==> config.mk <==
export PLATFORM = sky130hd
export DESIGN_NAME = dvi_data_dec
export DESIGN_NICKNAME = d
export VERILOG_FILES = /design/src/rtl/dvi_data_dec.sv
export SDC_FILE = /design/constraint.sdc
export NUM_CORES = 1
export LEC_CHECK = 0
export CORE_MARGIN = 2
export CORE_UTILIZATION = 45
export DETAILED_ROUTE_END_ITERATION = 12
export GPL_ROUTABILITY_DRIVEN = 0
export MAX_ROUTING_LAYER = met4
export PLACE_DENSITY = 0.75
export RECOVER_POWER = 100
export SKIP_LAST_GASP = 1
export SYNTH_ARGS = -nofsm -noshare
export SYNTH_HDL_FRONTEND = slang
export SYNTH_SLANG_ARGS = --single-unit
==> constraint.sdc <==
create_clock -name clk -period 1.6 [get_ports clk]
set_input_delay 0.24 -clock clk [delete_from_list [all_inputs] [get_ports clk]]
set_output_delay 0.24 -clock clk [all_outputs]
set_load 0.05 [all_outputs]
==> src/rtl/dvi_data_dec.sv <==
// dvi_data_dec: TMDS data-channel decoder for one DVI channel.
// Two-stage pipeline (symbol register, decode register) plus a word-alignment
// FSM that locks on runs of control tokens and pulses bitslip to the SERDES.
// Optional build macro DVI_DEC_DISPCHK_EN adds running-disparity checking
// that drives err_cnt; without it err_cnt is tied to zero.
module dvi_data_dec #(
   parameter int LOCK_TOKENS = 32,
   parameter int WIN_LEN     = 2048,
   parameter int SLIP_WAIT   = 16
`ifdef DVI_DEC_DISPCHK_EN
   , parameter int DISP_MAX  = 20
`endif
) (
   input  logic        clk,
   input  logic        rst,
   input  logic [9:0]  ch_in,
   output logic [9:0]  ch_out,
   output logic        ch_de,
   output logic        locked,
   output logic        bitslip,
   output logic [15:0] err_cnt
);

   localparam int RUN_W  = $clog2(LOCK_TOKENS + 1);
   localparam int WIN_W  = (WIN_LEN > 1) ? $clog2(WIN_LEN) : 1;
   localparam int SLIP_W = (SLIP_WAIT > 1) ? $clog2(SLIP_WAIT) : 1;
   localparam logic [RUN_W-1:0]  RUN_MAX   = RUN_W'(LOCK_TOKENS);
   localparam logic [WIN_W-1:0]  WIN_LAST  = WIN_W'(WIN_LEN - 1);
   localparam logic [SLIP_W-1:0] SLIP_LAST = SLIP_W'(SLIP_WAIT - 1);

   typedef enum logic [1:0] {
      ST_SEARCH    = 2'd0,
      ST_SLIP_WAIT = 2'd1,
      ST_LOCKED    = 2'd2
   } state_t;

   // TMDS transition-minimised data recovery (XOR/XNOR chain after optional inversion).
   function automatic logic [7:0] tmds_data(input logic [9:0] sym);
      logic [7:0] q;
      logic [7:0] d;
      q    = sym[9] ? ~sym[7:0] : sym[7:0];
      d[0] = q[0];
      for (int i = 1; i < 8; i++) begin
         d[i] = sym[8] ? (q[i] ^ q[i-1]) : ~(q[i] ^ q[i-1]);
      end
      return d;
   endfunction

   logic [9:0]        sym_r;
   logic              sym_vld_r;
   logic              is_tok_s;
   logic [1:0]        tok_ctl_s;
   state_t            state_r;
   state_t            state_nxt_s;
   logic [RUN_W-1:0]  run_cnt_r;
   logic [WIN_W-1:0]  win_cnt_r;
   logic [SLIP_W-1:0] slip_cnt_r;
   logic              run_seen_r;
   logic              run_full_s;
   logic              run_ok_s;
   logic              win_wrap_s;
   logic              win_clr_s;
   logic              locked_nxt_s;
   logic              bitslip_nxt_s;

   assign run_full_s = (run_cnt_r == RUN_MAX);
   assign win_wrap_s = (win_cnt_r == WIN_LAST);
   // A run completing exactly at the wrap still counts for this window.
   assign run_ok_s   = run_seen_r | run_full_s;

   // Stage 0: capture the raw symbol; the valid flag keeps reset-time contents out of stage 1.
   always_ff @(posedge clk) begin
      if (rst) begin
         sym_r     <= 10'h000;
         sym_vld_r <= 1'b0;
      end else begin
         sym_r     <= ch_in;
         sym_vld_r <= 1'b1;
      end
   end

   // Control-token recognition on the stage-0 symbol (exact match only).
   always_comb begin
      is_tok_s  = 1'b1;
      tok_ctl_s = 2'b00;
      case (sym_r)
         10'b1101010100: tok_ctl_s = 2'b00;
         10'b0010101011: tok_ctl_s = 2'b01;
         10'b0101010100: tok_ctl_s = 2'b10;
         10'b1010101011: tok_ctl_s = 2'b11;
         default: begin
            is_tok_s  = 1'b0;
            tok_ctl_s = 2'b00;
         end
      endcase
   end

   // Stage 1: decoded outputs; data symbols keep the last C1C0 in ch_out[9:8].
   always_ff @(posedge clk) begin
      if (rst) begin
         ch_out <= 10'h000;
         ch_de  <= 1'b0;
      end else if (sym_vld_r) begin
         if (is_tok_s) begin
            ch_out <= {tok_ctl_s, 8'h00};
            ch_de  <= 1'b0;
         end else begin
            ch_out <= {ch_out[9:8], tmds_data(sym_r)};
            ch_de  <= 1'b1;
         end
      end else begin
         ch_out <= ch_out;
         ch_de  <= ch_de;
      end
   end

   // Alignment FSM next-state: lock takes priority over a simultaneous window wrap.
   always_comb begin
      state_nxt_s = state_r;
      case (state_r)
         ST_SEARCH: begin
            if (run_full_s) begin
               state_nxt_s = ST_LOCKED;
            end else if (win_wrap_s && !run_ok_s) begin
               state_nxt_s = ST_SLIP_WAIT;
            end else begin
               state_nxt_s = ST_SEARCH;
            end
         end
         ST_SLIP_WAIT: begin
            if (slip_cnt_r == SLIP_LAST) begin
               state_nxt_s = ST_SEARCH;
            end else begin
               state_nxt_s = ST_SLIP_WAIT;
            end
         end
         ST_LOCKED: begin
            if (win_wrap_s && !run_ok_s) begin
               state_nxt_s = ST_SEARCH;
            end else begin
               state_nxt_s = ST_LOCKED;
            end
         end
         default: state_nxt_s = ST_SEARCH;
      endcase
   end

   // Alignment FSM outputs: bitslip only on the SEARCH->SLIP_WAIT transition.
   always_comb begin
      locked_nxt_s  = (state_nxt_s == ST_LOCKED);
      bitslip_nxt_s = (state_r == ST_SEARCH) && (state_nxt_s == ST_SLIP_WAIT);
      win_clr_s     = (state_r == ST_SLIP_WAIT) ||
                      ((state_r == ST_SEARCH) && (state_nxt_s == ST_LOCKED));
   end

   // Alignment FSM state register with registered status outputs.
   always_ff @(posedge clk) begin
      if (rst) begin
         state_r <= ST_SEARCH;
         locked  <= 1'b0;
         bitslip <= 1'b0;
      end else begin
         state_r <= state_nxt_s;
         locked  <= locked_nxt_s;
         bitslip <= bitslip_nxt_s;
      end
   end

   // Token-run, window, slip-wait counters and the per-window run_seen flag.
   always_ff @(posedge clk) begin
      if (rst) begin
         run_cnt_r  <= '0;
         win_cnt_r  <= '0;
         slip_cnt_r <= '0;
         run_seen_r <= 1'b0;
      end else begin
         if (state_r == ST_SLIP_WAIT) begin
            run_cnt_r <= '0;
         end else if (sym_vld_r && is_tok_s) begin
            run_cnt_r <= run_full_s ? run_cnt_r : run_cnt_r + RUN_W'(1);
         end else if (sym_vld_r) begin
            run_cnt_r <= '0;
         end else begin
            run_cnt_r <= run_cnt_r;
         end

         if (win_clr_s || win_wrap_s) begin
            win_cnt_r <= '0;
         end else begin
            win_cnt_r <= win_cnt_r + WIN_W'(1);
         end

         if (state_r == ST_SLIP_WAIT) begin
            slip_cnt_r <= slip_cnt_r + SLIP_W'(1);
         end else begin
            slip_cnt_r <= '0;
         end

         // A restarted window starts with no run credited to it.
         if (win_clr_s || win_wrap_s) begin
            run_seen_r <= 1'b0;
         end else if (run_full_s) begin
            run_seen_r <= 1'b1;
         end else begin
            run_seen_r <= run_seen_r;
         end
      end
   end

`ifdef DVI_DEC_DISPCHK_EN
   localparam logic signed [7:0] DMAX = 8'(DISP_MAX);

   // Number of ones in a 10-bit symbol.
   function automatic logic [3:0] ones10(input logic [9:0] v);
      logic [3:0] n;
      n = 4'd0;
      for (int i = 0; i < 10; i++) begin
         n = n + {3'b000, v[i]};
      end
      return n;
   endfunction

   logic signed [7:0] disp_r;
   logic signed [8:0] diff_s;
   logic signed [8:0] sum_s;
   logic signed [7:0] disp_nxt_s;
   logic              err_hit_s;
   logic              err_pend_r;

   // Running disparity update (ones minus zeros), clamped to the 8-bit range.
   always_comb begin
      diff_s = $signed({4'b0000, ones10(sym_r), 1'b0}) - 9'sd10;
      sum_s  = {disp_r[7], disp_r} + diff_s;
      if (sum_s > 9'sd127) begin
         disp_nxt_s = 8'sd127;
      end else if (sum_s < -9'sd128) begin
         disp_nxt_s = -8'sd128;
      end else begin
         disp_nxt_s = sum_s[7:0];
      end
      err_hit_s = (disp_nxt_s > DMAX) || (disp_nxt_s < -DMAX);
   end

   // Disparity state alongside stage 1; the error count lands one cycle later.
   always_ff @(posedge clk) begin
      if (rst) begin
         disp_r     <= 8'sd0;
         err_pend_r <= 1'b0;
         err_cnt    <= 16'h0000;
      end else begin
         if (sym_vld_r && is_tok_s) begin
            disp_r     <= 8'sd0;
            err_pend_r <= 1'b0;
         end else if (sym_vld_r) begin
            disp_r     <= disp_nxt_s;
            err_pend_r <= err_hit_s;
         end else begin
            disp_r     <= disp_r;
            err_pend_r <= 1'b0;
         end
         if (err_pend_r && (err_cnt != 16'hFFFF)) begin
            err_cnt <= err_cnt + 16'h0001;
         end else begin
            err_cnt <= err_cnt;
         end
      end
   end
`else
   assign err_cnt = 16'h0000;
`endif

endmodule

Word-level counts from Yosys, hierarchy flattened
Index checks and enable logic that the tools add are counted.
W data, S select, Z words.

word-level totals
  bits in registers = 48
  input bits = 12
  output and inout port bits = 29

operators by class
  $add $sub $neg = 3
  eq/ne operators = 12
  multiplexer cells = 21
  bitwise gates (word level) = 17
  reductions and logical operators = 15

operators by type and width
  cell                     count
  $eq A10 B10 Y1 const B   2
  $mux W6                  3
  $mux W8                  2
  $mux W1                  12
  $pmux W2 S3              2
  $add A11 B1 Y11 const B  1
  $eq A11 B11 Y1 const B   1
  $eq A10 B8 Y1 const B    1
  $eq A10 B9 Y1 const B    1
  $not A1 Y1               8
  $not A8 Y8               1
  $xor A1 B1 Y1            7
  $add A6 B1 Y6 const B    1
  $eq A6 B6 Y1 const B     1
  $reduce_or A2 Y1         3
  $add A4 B1 Y4 const B    1
  $eq A2 B1 Y1 const B     2
  $eq A2 B2 Y1 const B     2
  $eq A4 B4 Y1 const B     1
  $logic_and A1 B1 Y1      4
  $mux W2                  2
  $reduce_and A2 Y1        2
  $reduce_or A4 Y1         1
  $logic_not A2 Y1         1
  other kinds (5)          6

Depth between registers and ports, before layout
  depth in word-level cells = 12
  depth in mapped cells = 7

Worst setup path before layout
Ideal clock, no wire load.

  kind = flip-flop to flip-flop
  from = reg win_cnt_r[0]
  to = reg run_seen_r
  setup time = 129 ps
  data arrival time = 1330 ps
  path slack = 141 ps
  stages on the path, launching flop included = 7
  path buffers = 1
  path through = dfxtp_1 -> ha_1 -> and3_1 -> buf_2 -> nand4_1 -> o22ai_2 -> nor2_1

on the way
  cells in the longest elaborated chain, start to end = 10
  elaborated cells between the ends (all ways) = 11

RTL lines
  what                          RTL line  RTL
  start, declared               56        logic [WIN_W-1:0] win_cnt_r;
  start signal, assigned        190       win_cnt_r <= win_cnt_r + WIN_W'(1);
  $eq A11 B11 Y1 *              67        assign win_wrap_s = (win_cnt_r == WIN_LAST);
  $logic_and A1 B1 Y1           124, 138
  $mux W1                       124       end else if (win_wrap_s && !run_ok_s) begin
  $mux W2                       122       if (run_full_s) begin
  $pmux W2 S3                   120       case (state_r)
  $eq A2 B2 Y1                  153       ((state_r == ST_SEARCH) && (state_nxt_s == ST_LOCKED));
  $logic_and A1 B1 Y1           153
  $logic_or A1 B1 Y1            152       win_clr_s = (state_r == ST_SLIP_WAIT) ||
  $logic_or A1 B1 Y1 *          200       if (win_clr_s || win_wrap_s) begin
  $reduce_or A2 Y1 (no line) *  --
  end signal, assigned          205       run_seen_r <= run_seen_r;
  end, declared                 58        logic run_seen_r;

Mark *: on every way between the ends. The rest lies on a longest branch, timed or not.
A chain may end at the register's enable or synchronous reset.

Final worst setup path
  from = reg run_cnt_r[0]
  to = reg run_cnt_r[0]

on the way
  cells in the longest elaborated chain, start to end = 3
  elaborated cells between the ends (all ways) = 6

RTL lines
  what                                                  RTL line  RTL
  start, declared                                       55        logic [RUN_W-1:0] run_cnt_r;
  start signal, assigned                                180       run_cnt_r <= run_full_s ? run_cnt_r : run_cnt_r + RUN_W'(1);
  start signal, assigned                                184       run_cnt_r <= run_cnt_r;
  $add A6 B1 Y6 / $eq A6 B6 Y1 (equally long branches)  180, 66
  $mux W6 / $ne A2 B2 Y1 (equally long branches)        --
  $mux W6 / $reduce_and A2 Y1 (equally long branches)   --

Several ways; a longest one is shown, not always the timed one. The select of a mux whose other input is x is not followed.

==> run_results.csv <==
group,metric,value,unit
outcome,run_status,"finished, final reports clean",
worst_setup_path,critical_path_required,1820,ps
drt,routed-via-count,1620,
pwr,irDropWorstVdd,0.392,mV
pwr,power.internal,0.00186,W
placed_design,dp_hpwl,3020,µm
sta,slew_viol_final,0,
worst_setup_path,critical_path_class,"flop to flop",
worst_setup_path,path_max_fanout,5,
global_route,grt_pass1_vias,1537,
layout,antenna-diode-count,0,
worst_setup_path,worstSetupEndpointType,"flop",
global_route,grt.met2_usage,26.6,%
drt,routed_wl,4050,µm
synthesis,ys_ff_latch,48,
sta,hold_viol_final,0,
sta,clock_skew,4.95,ps
global_route,busiest_layer,"met2",
worst_setup_path,cpPeakStageDelay,340,ps
drt,drt_pre_antenna_iters,4,
layout,final_layout_size_suffix_gt1_share,13.5,%
drt,routed_antenna_nets,0,
synthesis,number_of_enable_type_register_cells_in_the_synthesized_netlist,0,
global_route,grt.met1_usage,19.8,%
pwr,power.share.switching,26.4,%
sta,worst_pin_slew,608,ps
pwr,p_leak,1.02,nW
synthesis,synth_flop_cell,"sky130_fd_sc_hd__dfxtp_1",
pwr,power_density,975,nW/µm²
sta,timing.final.crit_share,96.0,%
worst_setup_path,path_cells,"inv_1 > ha_2 > and4bb_1 > a211oi_4 > o21ai_2 > a22oi_1",
global_route,grt_util_met3,4.47,%
layout,syn_to_final_growth,16.8,%
worst_setup_path,crit_path_top_delay_cell,"sky130_fd_sc_hd__a211oi_4",
synthesis,ys_async_sr_fraction,0,%
pwr,sum_of_internal_switching_and_leakage_power,0.00253,W
sta,finalHoldWorstSlack,454,ps
synthesis,synth_seq_area_share,43.3,%
global_route,groute.usage.overall,16.5,%
drt,drt_iter0_markers,56,
sta,finalCriticalPeriod,1540,ps
global_route,grt_pass1_wl,6760,µm
worst_setup_path,cp_num_buf_inv,1,
run,max_cap_violations,0,
drt,post-route-drc-count,0,
pwr,share_comb_of_total_power,13.8,%
pwr,pwr-share-clk,35.8,%
sta,timing.fmax,651,MHz
clock_network,root_buffer,"sky130_fd_sc_hd__clkbuf_8",
worst_setup_path,crit_path_start_kind,"flop",
clock_network,clkLatencyLatePin,300,ps
floorplanning,die_w,74.2,µm
global_route,grt_antenna_before_repair,0,
clock_network,clkSinkCount,48,
floorplanning,die_area,5510,µm²
clock_network,htreeDepth,2,
clock_network,clockBufferDepth,2,
floorplanning,core_region_area,4720,µm²
floorplanning,initial_utilization,47.0,%
pwr,share_seq_of_total_power,50.4,%
synthesis,synth_cells,233,
synthesis,ys.warnings.count,0,
clock_network,numCtsBuffers,5,
placed_design,io_buf_count,24,
layout,num-nets-final,291,
sta,max_slew_margin,59.7,%
drt,route.detailed.vias_per_inst,4.75,
global_route,overflow,0,
clock_network,clk_pin_slew_worst_paths,80,ps
floorplanning,boundaryPins,41,
pwr,switchingPower,0.000666,W
sta,rsz0062_at_grt,"yes",
worst_setup_path,worstPathArrival,1760,ps
global_route,grt_start_max_net_pins,16,
sta,final_number_of_setup_violating_endpoints,0,
synthesis,synthesis.area,2220,µm²
clock_network,cts_tree,"built",
worst_setup_path,crit_family,"compound AO/OA/AOI/OAI gates",
hold_path,worst_hold_path_type,"flop to flop",
drt,drt-wirelength-per-cell,11.9,µm
floorplanning,num_rows,25,
floorplanning,die_h,74.2,µm
sta,timing.setup.tns,0,ps
synthesis,syn-mean-instance-area,9.52,µm²
synthesis,synth.lib_cells_used.distinct,49,
layout,finish.utilization,54.9,%
==> kinds of logic (layout without fill, tap and decap cells) <==
family          count (synthesis)  in the layout  synth area share (%)
simple gates                   88             88                  22.8
flops                          48             48                  43.3
compound gates                 34             34                  12.1
buf+inv                        34             60                  9.53
xor+xnor                       22             22                  8.69
fa+ha+maj                       6              6                  3.38
other cells                     1             16                 0.169
==> cell usage in the layout (no fill, tap or decap), types with 2 or more instances in the layout <==
cell	netlist	routed
sky130_fd_sc_hd__buf_4	16	13
sky130_fd_sc_hd__nor2b_1	13	13
sky130_fd_sc_hd__nand4bb_1	2	2
sky130_fd_sc_hd__clkbuf_8	0	6
sky130_fd_sc_hd__nor3_1	4	4
sky130_fd_sc_hd__a22o_1	6	6
sky130_fd_sc_hd__or3_1	2	2
sky130_fd_sc_hd__nand4_1	3	3
sky130_fd_sc_hd__xnor2_1	11	11
sky130_fd_sc_hd__ha_1	6	5
sky130_fd_sc_hd__inv_1	11	11
sky130_fd_sc_hd__clkdlybuf4s50_1	0	10
sky130_fd_sc_hd__nand2_1	15	15
sky130_fd_sc_hd__and4_1	2	2
sky130_fd_sc_hd__nor2_4	1	2
sky130_fd_sc_hd__o211ai_1	8	8
sky130_fd_sc_hd__clkbuf_1	3	15
sky130_fd_sc_hd__nand2b_1	3	3
sky130_fd_sc_hd__a21oi_1	6	6
sky130_fd_sc_hd__and3_1	2	2
sky130_fd_sc_hd__conb_1	1	16
sky130_fd_sc_hd__nand3_1	6	6
sky130_fd_sc_hd__nor2_1	24	24
sky130_fd_sc_hd__xor2_1	11	11
sky130_fd_sc_hd__dfxtp_1	48	47
==> final cells by class <==
class / instances / area (µm²)
clock buffer: 6 / 82.6
clock inverter: 2 / 38.8
fill: 436 / 2130
inverter: 11 / 41.3
multi-input combinational: 166 / 1110
sequential: 48 / 962
tap: 67 / 83.8
timing repair buffer: 41 / 277
==> power groups by stage <==
stage	logic (W)	registers (W)	clock network [W]
2_1_floorplan	0.000235	0.00136	0
3_3_place_gp	0.000359	0.00130	0
3_5_place_dp	0.000362	0.00130	0
4_1_cts	0.000364	0.00128	0.000940
5_1_grt	0.000376	0.00128	0.000969
6_report	0.000349	0.00127	0.000905
==> synthesized netlist by cell type, types with 2 or more instances <==
| cell | n | share of area [%] |
|---|---|---|
| sky130_fd_sc_hd__a21oi_1 | 6 | 1.4 |
| sky130_fd_sc_hd__a22o_1 | 6 | 2.4 |
| sky130_fd_sc_hd__and3_1 | 2 | 0.56 |
| sky130_fd_sc_hd__and4_1 | 2 | 0.79 |
| sky130_fd_sc_hd__buf_4 | 16 | 5.4 |
| sky130_fd_sc_hd__buf_6 | 3 | 1.5 |
| sky130_fd_sc_hd__clkbuf_1 | 3 | 0.51 |
| sky130_fd_sc_hd__dfxtp_1 | 48 | 43 |
| sky130_fd_sc_hd__ha_1 | 6 | 3.4 |
| sky130_fd_sc_hd__inv_1 | 11 | 1.9 |
| sky130_fd_sc_hd__nand2_1 | 15 | 2.5 |
| sky130_fd_sc_hd__nand2b_1 | 3 | 0.85 |
| sky130_fd_sc_hd__nand3_1 | 6 | 1.4 |
| sky130_fd_sc_hd__nand4_1 | 3 | 0.85 |
| sky130_fd_sc_hd__nand4bb_1 | 2 | 1.0 |
| sky130_fd_sc_hd__nor2_1 | 24 | 4.1 |
| sky130_fd_sc_hd__nor2b_1 | 13 | 3.7 |
| sky130_fd_sc_hd__nor3_1 | 4 | 0.90 |
| sky130_fd_sc_hd__o2111ai_1 | 2 | 0.79 |
| sky130_fd_sc_hd__o211ai_1 | 8 | 2.7 |
| sky130_fd_sc_hd__or3_1 | 2 | 0.56 |
| sky130_fd_sc_hd__xnor2_1 | 11 | 4.3 |
| sky130_fd_sc_hd__xor2_1 | 11 | 4.3 |
==> flip-flops by register name (all words and copies together) (netlist names) <==
signal	flops
win_cnt_r	11
sym_vld_r	1
run_cnt_r	6
locked	1
sym_r	10
state_r	2
bitslip	1
slip_cnt_r	4
ch_out	10
run_seen_r	1
ch_de	1
==> routing by layer <==
layer | part of all wire [%] | up-vias
met4 | 1.5 | 0
li1 | - | 836
met1 | 46 | 759
met2 | 49 | 18
met3 | 3.5 | 7
met5 | 0 | -
==> final timing paths <==
check                startpoint            end  slack, ps  cells past startpoint
setup / recovery   run_cnt_r[0]   run_cnt_r[0]         60                      6
hold / removal    slip_cnt_r[0]  slip_cnt_r[0]        450                      1
setup reg to reg   run_cnt_r[0]   run_cnt_r[0]         60                      6
hold reg to reg   slip_cnt_r[0]  slip_cnt_r[0]        450                      1
==> per-stage QoR <==
stage / instances / cell area [µm²] / worst slack (ps)
after floorplan: 248 / 2270 / 141
after global placement: 332 / 2520 / 11.5
after detailed placement: 332 / 2520 / -16.8
after CTS: 340 / 2640 / 16.0
after global routing: 341 / 2590 / -22.0
final: 341 / 2590 / 63.4
==> what timing repair did <==
item	4_1_cts	5_1_grt
gates resized for setup	0	4
setup endpoints to repair	0	23
hold buffers	0	0
setup buffers	0	1
No activity file was read; power rests on OpenSTA's default activity.
